[config.mk]
export PLATFORM = sky130hd
export DESIGN_NAME = csr_counters_flat
export DESIGN_NICKNAME = d
export VERILOG_FILES = /design/src/rtl/csr_counters_if.sv /design/src/rtl/csr_counters.sv /design/src/flat_wrapper.sv
export SDC_FILE = /design/constraint.sdc
export NUM_CORES = 1
export LEC_CHECK = 0
export CAP_MARGIN = 10
export CORE_UTILIZATION = 40
export CTS_CLUSTER_DIAMETER = 200
export DETAILED_ROUTE_END_ITERATION = 16
export DONT_BUFFER_PORTS = 1
export GPL_ROUTABILITY_DRIVEN = 0
export PLACE_DENSITY_LB_ADDON = 0.05
export SLEW_MARGIN = 40
export SYNTH_ARGS = -nofsm -noshare
export SYNTH_HDL_FRONTEND = slang
export SYNTH_SLANG_ARGS = --single-unit
[constraint.sdc]
create_clock -name clk -period 2.45 [get_ports clk]
set_input_delay 0.245 -clock clk [delete_from_list [all_inputs] [get_ports clk]]
set_output_delay 0.245 -clock clk [all_outputs]
set_load 0.1 [all_outputs]
[src/rtl/csr_counters_if.sv]
// csr_counters_if: CSR access bus between the M-stage CSR logic and the
// performance-counter block.
//   CSRWriteM          write strobe (already gated by stall/flush)
//   CSRAdrM            12-bit CSR address
//   CSRWriteValM       write data, XLEN bits
//   PrivilegeModeM     current privilege: 11=M, 01=S, 00=U
//   CSRCReadValM       read data back to the CSR read mux
//   IllegalCSRCAccessM access must raise an illegal-instruction trap
// master: CSR read/write mux side; slave: counter block.
interface csr_counters_if #(
  parameter int XLEN = 64
);
  logic            CSRWriteM;
  logic [11:0]     CSRAdrM;
  logic [XLEN-1:0] CSRWriteValM;
  logic [1:0]      PrivilegeModeM;
  logic [XLEN-1:0] CSRCReadValM;
  logic            IllegalCSRCAccessM;

  modport master (
    output CSRWriteM, CSRAdrM, CSRWriteValM, PrivilegeModeM,
    input  CSRCReadValM, IllegalCSRCAccessM
  );

  modport slave (
    input  CSRWriteM, CSRAdrM, CSRWriteValM, PrivilegeModeM,
    output CSRCReadValM, IllegalCSRCAccessM
  );
endinterface

[src/rtl/csr_counters.sv]
// csr_counters: mcycle, minstret and NUM_HPM hpm counters (index 3 and up),
// with machine addresses 0xBxx and user shadows 0xCxx.
//   clk, reset_n        clock, asynchronous active-low reset
//   csr                 CSR access bus (slave modport)
//   MCOUNTINHIBIT_REGW  per-counter increment inhibit
//   MCOUNTEREN_REGW     M-level lower-privilege read enable
//   SCOUNTEREN_REGW     S-level U-mode read enable
//   InstrRetiredM       one instruction retires this cycle
//   HPMEventM           event k increments hpm counter 3+k
// All counters are 64 bits; read data and the illegal flag are combinational.
module csr_counters #(
  parameter int XLEN        = 64,
  parameter int NUM_HPM     = 4,
  parameter bit S_SUPPORTED = 1'b1,
  parameter bit U_SUPPORTED = 1'b1
) (
  input  logic               clk,
  input  logic               reset_n,
  csr_counters_if.slave      csr,
  input  logic [31:0]        MCOUNTINHIBIT_REGW,
  input  logic [31:0]        MCOUNTEREN_REGW,
  input  logic [31:0]        SCOUNTEREN_REGW,
  input  logic               InstrRetiredM,
  input  logic [NUM_HPM-1:0] HPMEventM
);

  logic [3:0]  adr_base;
  logic [4:0]  idx;
  logic        adr_hi;
  logic        is_b;
  logic        is_c;
  logic        in_map;
  logic        shadow_ok;
  logic        illegal;
  logic        wr_en;
  logic [63:0] cnt [32];
  logic [63:0] cur;
  logic [63:0] wr_val;
  logic [XLEN-1:0] rd_val;
  logic        unused_bits;

  assign adr_base = csr.CSRAdrM[11:8];
  assign idx      = csr.CSRAdrM[4:0];
  assign adr_hi   = csr.CSRAdrM[7];
  assign is_b     = (adr_base == 4'hB);
  assign is_c     = (adr_base == 4'hC) && U_SUPPORTED;
  // Served windows are 0x00-0x1F and 0x80-0x9F within each page.
  assign in_map   = (is_b || is_c) && (csr.CSRAdrM[6:5] == 2'b00);

  // Shadow (0xCxx) read permission; reserved privilege 10 is treated like U.
  always_comb begin
    shadow_ok = 1'b0;
    case (csr.PrivilegeModeM)
      2'b11:   shadow_ok = 1'b1;
      2'b01:   shadow_ok = MCOUNTEREN_REGW[idx];
      default: shadow_ok = MCOUNTEREN_REGW[idx] &
                           (S_SUPPORTED ? SCOUNTEREN_REGW[idx] : 1'b1);
    endcase
  end

  // Index 1 (time) lives elsewhere; shadows are never writable.
  assign illegal = !in_map
                || (idx == 5'd1)
                || (adr_hi && (XLEN == 64))
                || (is_b && (csr.PrivilegeModeM != 2'b11))
                || (is_c && (csr.CSRWriteM || !shadow_ok));

  assign wr_en = csr.CSRWriteM && !illegal && is_b;
  assign cur   = cnt[idx];

  generate
    if (XLEN == 64) begin : g_rv64
      assign wr_val = csr.CSRWriteValM;
      assign rd_val = cur;
    end else begin : g_rv32
      // Half write: the other half is held, no carry between halves.
      assign wr_val = adr_hi ? {csr.CSRWriteValM, cur[31:0]}
                             : {cur[63:32], csr.CSRWriteValM};
      assign rd_val = adr_hi ? cur[63:32] : cur[31:0];
    end
  endgenerate

  assign csr.CSRCReadValM       = illegal ? '0 : rd_val;
  assign csr.IllegalCSRCAccessM = illegal;

  generate
    for (genvar i = 0; i < 32; i++) begin : g_cnt
      if (i == 0 || i == 2 || (i >= 3 && i < 3 + NUM_HPM)) begin : g_impl
        logic        inc;
        logic [63:0] cnt_q;
        if (i == 0) begin : g_cyc
          assign inc = ~MCOUNTINHIBIT_REGW[i];
        end else if (i == 2) begin : g_ret
          assign inc = InstrRetiredM & ~MCOUNTINHIBIT_REGW[i];
        end else begin : g_hpm
          assign inc = HPMEventM[i-3] & ~MCOUNTINHIBIT_REGW[i];
        end
        // A write in the same cycle takes priority over the increment.
        always_ff @(posedge clk or negedge reset_n) begin
          if (!reset_n) begin
            cnt_q <= '0;
          end else if (wr_en && (idx == 5'(i))) begin
            cnt_q <= wr_val;
          end else if (inc) begin
            cnt_q <= cnt_q + 64'd1;
          end
        end
        assign cnt[i] = cnt_q;
      end else begin : g_none
        assign cnt[i] = 64'd0;
      end
    end
  endgenerate

  // Not every enable/inhibit bit has a counter behind it.
  assign unused_bits = ^{MCOUNTINHIBIT_REGW, MCOUNTEREN_REGW, SCOUNTEREN_REGW};

endmodule

[src/flat_wrapper.sv]
// flat-port wrapper written by rule: the top's interface ports become plain ports
module csr_counters_flat 
#(
  parameter int XLEN        = 64,
  parameter int NUM_HPM     = 4,
  parameter bit S_SUPPORTED = 1'b1,
  parameter bit U_SUPPORTED = 1'b1
)
  (clk, reset_n, MCOUNTINHIBIT_REGW, MCOUNTEREN_REGW, SCOUNTEREN_REGW, InstrRetiredM, HPMEventM, csr_CSRWriteM, csr_CSRAdrM, csr_CSRWriteValM, csr_PrivilegeModeM, csr_CSRCReadValM, csr_IllegalCSRCAccessM);
  csr_counters_if #(.XLEN(XLEN)) csr_i ();
  input  logic clk;
  input  logic reset_n;
  input  logic [31:0] MCOUNTINHIBIT_REGW;
  input  logic [31:0] MCOUNTEREN_REGW;
  input  logic [31:0] SCOUNTEREN_REGW;
  input  logic InstrRetiredM;
  input  logic [NUM_HPM-1:0] HPMEventM;
  input wire logic [$bits(csr_i.CSRWriteM)-1:0] csr_CSRWriteM;
  input wire logic [$bits(csr_i.CSRAdrM)-1:0] csr_CSRAdrM;
  input wire logic [$bits(csr_i.CSRWriteValM)-1:0] csr_CSRWriteValM;
  input wire logic [$bits(csr_i.PrivilegeModeM)-1:0] csr_PrivilegeModeM;
  output wire logic [$bits(csr_i.CSRCReadValM)-1:0] csr_CSRCReadValM;
  output wire logic [$bits(csr_i.IllegalCSRCAccessM)-1:0] csr_IllegalCSRCAccessM;
  assign csr_i.CSRWriteM = csr_CSRWriteM;
  assign csr_i.CSRAdrM = csr_CSRAdrM;
  assign csr_i.CSRWriteValM = csr_CSRWriteValM;
  assign csr_i.PrivilegeModeM = csr_PrivilegeModeM;
  assign csr_CSRCReadValM = csr_i.CSRCReadValM;
  assign csr_IllegalCSRCAccessM = csr_i.IllegalCSRCAccessM;
  csr_counters #(.XLEN(XLEN), .NUM_HPM(NUM_HPM), .S_SUPPORTED(S_SUPPORTED), .U_SUPPORTED(U_SUPPORTED)) u_core (.clk(clk), .reset_n(reset_n), .csr(csr_i), .MCOUNTINHIBIT_REGW(MCOUNTINHIBIT_REGW), .MCOUNTEREN_REGW(MCOUNTEREN_REGW), .SCOUNTEREN_REGW(SCOUNTEREN_REGW), .InstrRetiredM(InstrRetiredM), .HPMEventM(HPMEventM));
endmodule
==> impl_metrics.py <==
metrics = {
    "placement": {
        "placement.io_buffers": 0,
        "dp_hpwl_um": 63700,
        "placed_area_sq_um": 29500,
        "dpl.cell_count": 3973,
    },
    "floorplanning": {
        "top_level_ports": 247,
        "fp.dieW_um": 255,
        "core_area_sq_um": 63200,
        "start_util_pct": 40.5,
        "rows": 92,
        "die-area_sq_um": 65000,
        "die_height_um": 255,
    },
    "worst_setup_path": {
        "arrival_ps": 2290,
        "setup.worst_path.class": "input pin to output port",
        "timing.critical_path.cells": "mux2i_1 > mux4_2 > a22oi_2 > o21ai_2 > a31o_4 > buf_4 > a221o_2 > buf_12",
        "cpPeakStageDelay_ps": 490,
        "timing.critical_path.fanout_max": 160,
        "critical_path.startpoint_type": "input pin",
        "crit_path_top_delay_cell": "mux4_2",
        "critPathCaptureType": "output port",
        "critical_path_required_ps": 2200,
    },
    "power_and_ir_drop": {
        "sequentialPowerShare_pct": 42.6,
        "net_load_switching_power_uw": 4390,
        "p_int_uw": 12100,
        "powerDensity_nw_per_um2": 510,
        "switch_share_pct": 26.7,
        "ir_drop_mv": 0.506,
        "combinationalPowerShare_pct": 12.6,
        "relative_contribution_of_the_clock_network_to_total_power_pct": 44.8,
        "p_leak_uw": 0.0132,
    },
    "cells_and_area": {
        "final.fill_count": 5961,
        "number_of_flip_flops_in_the_largest_register": 384,
        "final_cell_area_sq_um": 32300,
        "multi_input_comb_area_sq_um": 16100,
        "largest_register": "u_core.g_cnt.g_impl.cnt_q",
        "design.final.nets": 3443,
        "fin_cells": 4138,
        "antenna_cells": 0,
        "layout_top_registers": "u_core.g_cnt.g_impl.cnt_q (384)",
        "post-route-util_pct": 51.0,
        "areaGrowthSynthToFinish_pct": 26.0,
        "ff_latch_area_sq_um": 9610,
        "layout-drive-gt1-share_pct": 16.3,
    },
    "synthesis": {
        "ys_async_sr_fraction_pct": 100,
        "postSynthRegisterBits": 384,
        "synth_cells": 3113,
        "synth-seq-area-share_pct": 37.5,
        "syn-mean-instance-area_sq_um": 8.22,
        "yosys_warnings": 0,
        "fraction_of_synthesized_cell_area_taken_by_the_top_area_cell_type_pct": 37.5,
        "edff_count_synth": 0,
        "postSynth.topFlopCell": "dfrtp_1",
        "ys_top_cells_by_area": "dfrtp_1 38%, a21oi_1 10%, xor2_1 8.0%",
        "postSynthNetCount": 3301,
        "post-synth-top-area-cell": "dfrtp_1",
        "synthesis.area_sq_um": 25600,
        "synth_cell_types": 56,
    },
    "drt": {
        "drt_iter0_markers": 2101,
        "number_of_nets_with_antenna_violations_after_routing": 0,
        "wl_per_cell_um": 22.7,
        "drt_wl_total_um": 93800,
        "detailroute.via_count": 23977,
        "drt_pass1_iterations": 5,
        "via_per_inst": 5.79,
        "post-route-drc-count": 0,
    },
    "grt": {
        "grt_start_max_net_pins": 385,
        "first_global_vias": 23424,
        "first_pass_grt_wire_length_um": 144000,
        "overflow": 0,
        "antenna_violations_before_repair": 0,
        "globalRouteTotalUtil_pct": 28.8,
    },
    "cts": {
        "clockBufferDepth": 3,
        "cts_num_sinks": 384,
        "cts_tree": "built",
        "clkTransAtPathRegs_ps": 60,
        "cts_hold_buffers": 67,
        "htree_num_levels": 2,
        "root_buffer": "clkbuf_16",
        "cts_inserted_buffers": 48,
        "clk_latency_ps": 600,
    },
    "outcome": {
        "violations_in_the_final_reports": "hold timing, slew limit, setup timing",
        "outcome": "complete, but fails checks",
    },
    "sta": {
        "timing.hold.ws_ps": -626,
        "min_period_over_period_pct": 104,
        "timing.slew.headroom_pct": -3.66,
        "fin_crit_ps": 2540,
        "slew_viol_final": 53,
        "worstMarginPinSlew_ps": 1550,
        "finalHoldViolations": 384,
        "setup_viol_count_final": 43,
        "fin_skew_ps": 37.4,
        "finalWorstSetupSlack_ps": -86.0,
        "rsz0062_at_grt": "true",
        "maxClockFrequency_mhz": 394,
    },
    "run": {
        "cap_viol_max_count": 0,
    },
    "hold_path": {
        "worst_hold_path_type": "input pin to asynchronous set/reset pin",
    },
}
-- power groups by stage --
| stage | Combinational (uW) | Sequential [uW] | Clock (uW) |
|---|---|---|---|
| 3_5_place_dp | 1700 | 7100 | 0 |
| 3_3_place_gp | 1670 | 7090 | 0 |
| 4_1_cts | 2040 | 6990 | 7510 |
| 6_report | 2080 | 7000 | 7380 |
| 5_1_grt | 2250 | 7040 | 7760 |
| 2_1_floorplan | 1260 | 7050 | 0 |
-- Yosys cell counts (6+ instances only) --
master / instances
mux4_2: 10
nor3_1: 53
mux2i_1: 82
or4_1: 7
and2_1: 19
buf_1: 18
ha_1: 6
a21oi_1: 512
and3_1: 88
mux2_2: 65
nor2b_1: 13
nand3_1: 136
nand2_1: 261
and4_1: 31
buf_2: 16
o21ai_0: 66
nand4_1: 125
nor4_1: 46
xor2_1: 235
a221oi_1: 64
clkbuf_1: 183
xnor2_1: 142
inv_1: 31
nand4b_1: 16
nor2_1: 438
dfrtp_1: 384
nor4_2: 6
-- what timing repair did --
item / in CTS / in global routing
gates cloned: 3 / 1
setup endpoints to repair: 72 / 113
buffers inserted: 5 / 3
hold endpoints to repair: 768 / 384
gates resized for setup: 23 / 35
pin swaps: 13 / 10
-- routing by layer --
| layer | up-vias | track usage, % | share of wire [%] |
|---|---|---|---|
| met5 | - | 0 | 0 |
| met4 | 0 | 7.89 | 2.4 |
| met2 | 665 | 46.1 | 46 |
| met3 | 119 | 3.25 | 5.7 |
| met1 | 11864 | 41.1 | 46 |
| li1 | 11329 | - | - |
-- worst max-delay path: cells and delay by family --
kind	cells	cell delay (ps)
AO/OA/AOI/OAI	4	990
buffers and inverters	2	340
multiplexers	2	630
-- cells in the final DEF, fill, tap and decap left out, types with 7 or more instances in the layout --
master	instances
a21oi_1	447
a21oi_4	61
a221oi_1	50
a221oi_2	14
and2_1	18
and3_1	84
and4_1	31
buf_12	92
buf_4	145
clkbuf_1	10
clkbuf_16	49
clkbuf_8	20
dfrtp_1	383
dlygate4sd3_1	67
inv_1	31
mux2_2	65
mux2i_1	82
mux4_2	10
nand2_1	261
nand3_1	136
nand4_1	125
nand4b_1	16
nor2_1	436
nor2b_1	12
nor3_1	45
nor3_2	9
nor4_1	35
nor4_2	14
o21ai_0	61
o21ai_1	7
xnor2_1	142
xor2_1	235
-- layout make-up --
cell class / instances / area share [%]
well taps: 846 / 3.28
inverters: 31 / 0.361
clock inverters: 9 / 0.353
multi-input cells: 2479 / 49.8
flip-flops and latches: 384 / 29.8
repair buffers: 311 / 11.7
clock buffers: 78 / 4.69
-- metrics by stage --
step                      hold slack, ps  TNS (ps)  setup WS, ps  power (uW)
after floorplan                    -50.6    -17840          -500        8310
after global placement             -7.92     -3800          -108        8760
after detailed placement           -11.0     -2650         -86.2        8800
after CTS                           -642      -567         -51.6       16500
after global routing                -645     -4590          -125       17000
final                               -626     -1330         -86.0       16500
-- logic make-up (layout without fill, tap and decap cells) --
family,count (synthesis),count (layout),share of synthesized area (%)
AO/OA/AOI/OAI,658,658,14.0
XOR/XNOR,377,377,12.9
adder cells (fa/ha/maj),6,6,0.293
buffers and inverters,250,429,3.79
flip-flops,384,384,37.5
multiplexers,157,157,6.94
AND/OR/NAND/NOR,1281,1281,24.6
-- final timing paths --
check / startpoint / end / slack (ps) / cells past startpoint
setup / recovery: csr_CSRAdrM[0] / csr_IllegalCSRCAccessM / -90 / 8
hold / removal: reset_n / u_core.g_cnt[4].g_impl.cnt_q[0] / -630 / 0
setup reg to reg: u_core.g_cnt[5].g_impl.cnt_q[0] / u_core.g_cnt[5].g_impl.cnt_q[28] / 70 / 9
hold reg to reg: u_core.g_cnt[0].g_impl.cnt_q[63] / u_core.g_cnt[0].g_impl.cnt_q[63] / 580 / 2
max in group asynchronous: reset_n / u_core.g_cnt[4].g_impl.cnt_q[29] / 1840 / 0
min in group clk: MCOUNTINHIBIT_REGW[5] / u_core.g_cnt[5].g_impl.cnt_q[0] / 50 / 3
No activity file was read; power rests on OpenSTA's default activity.
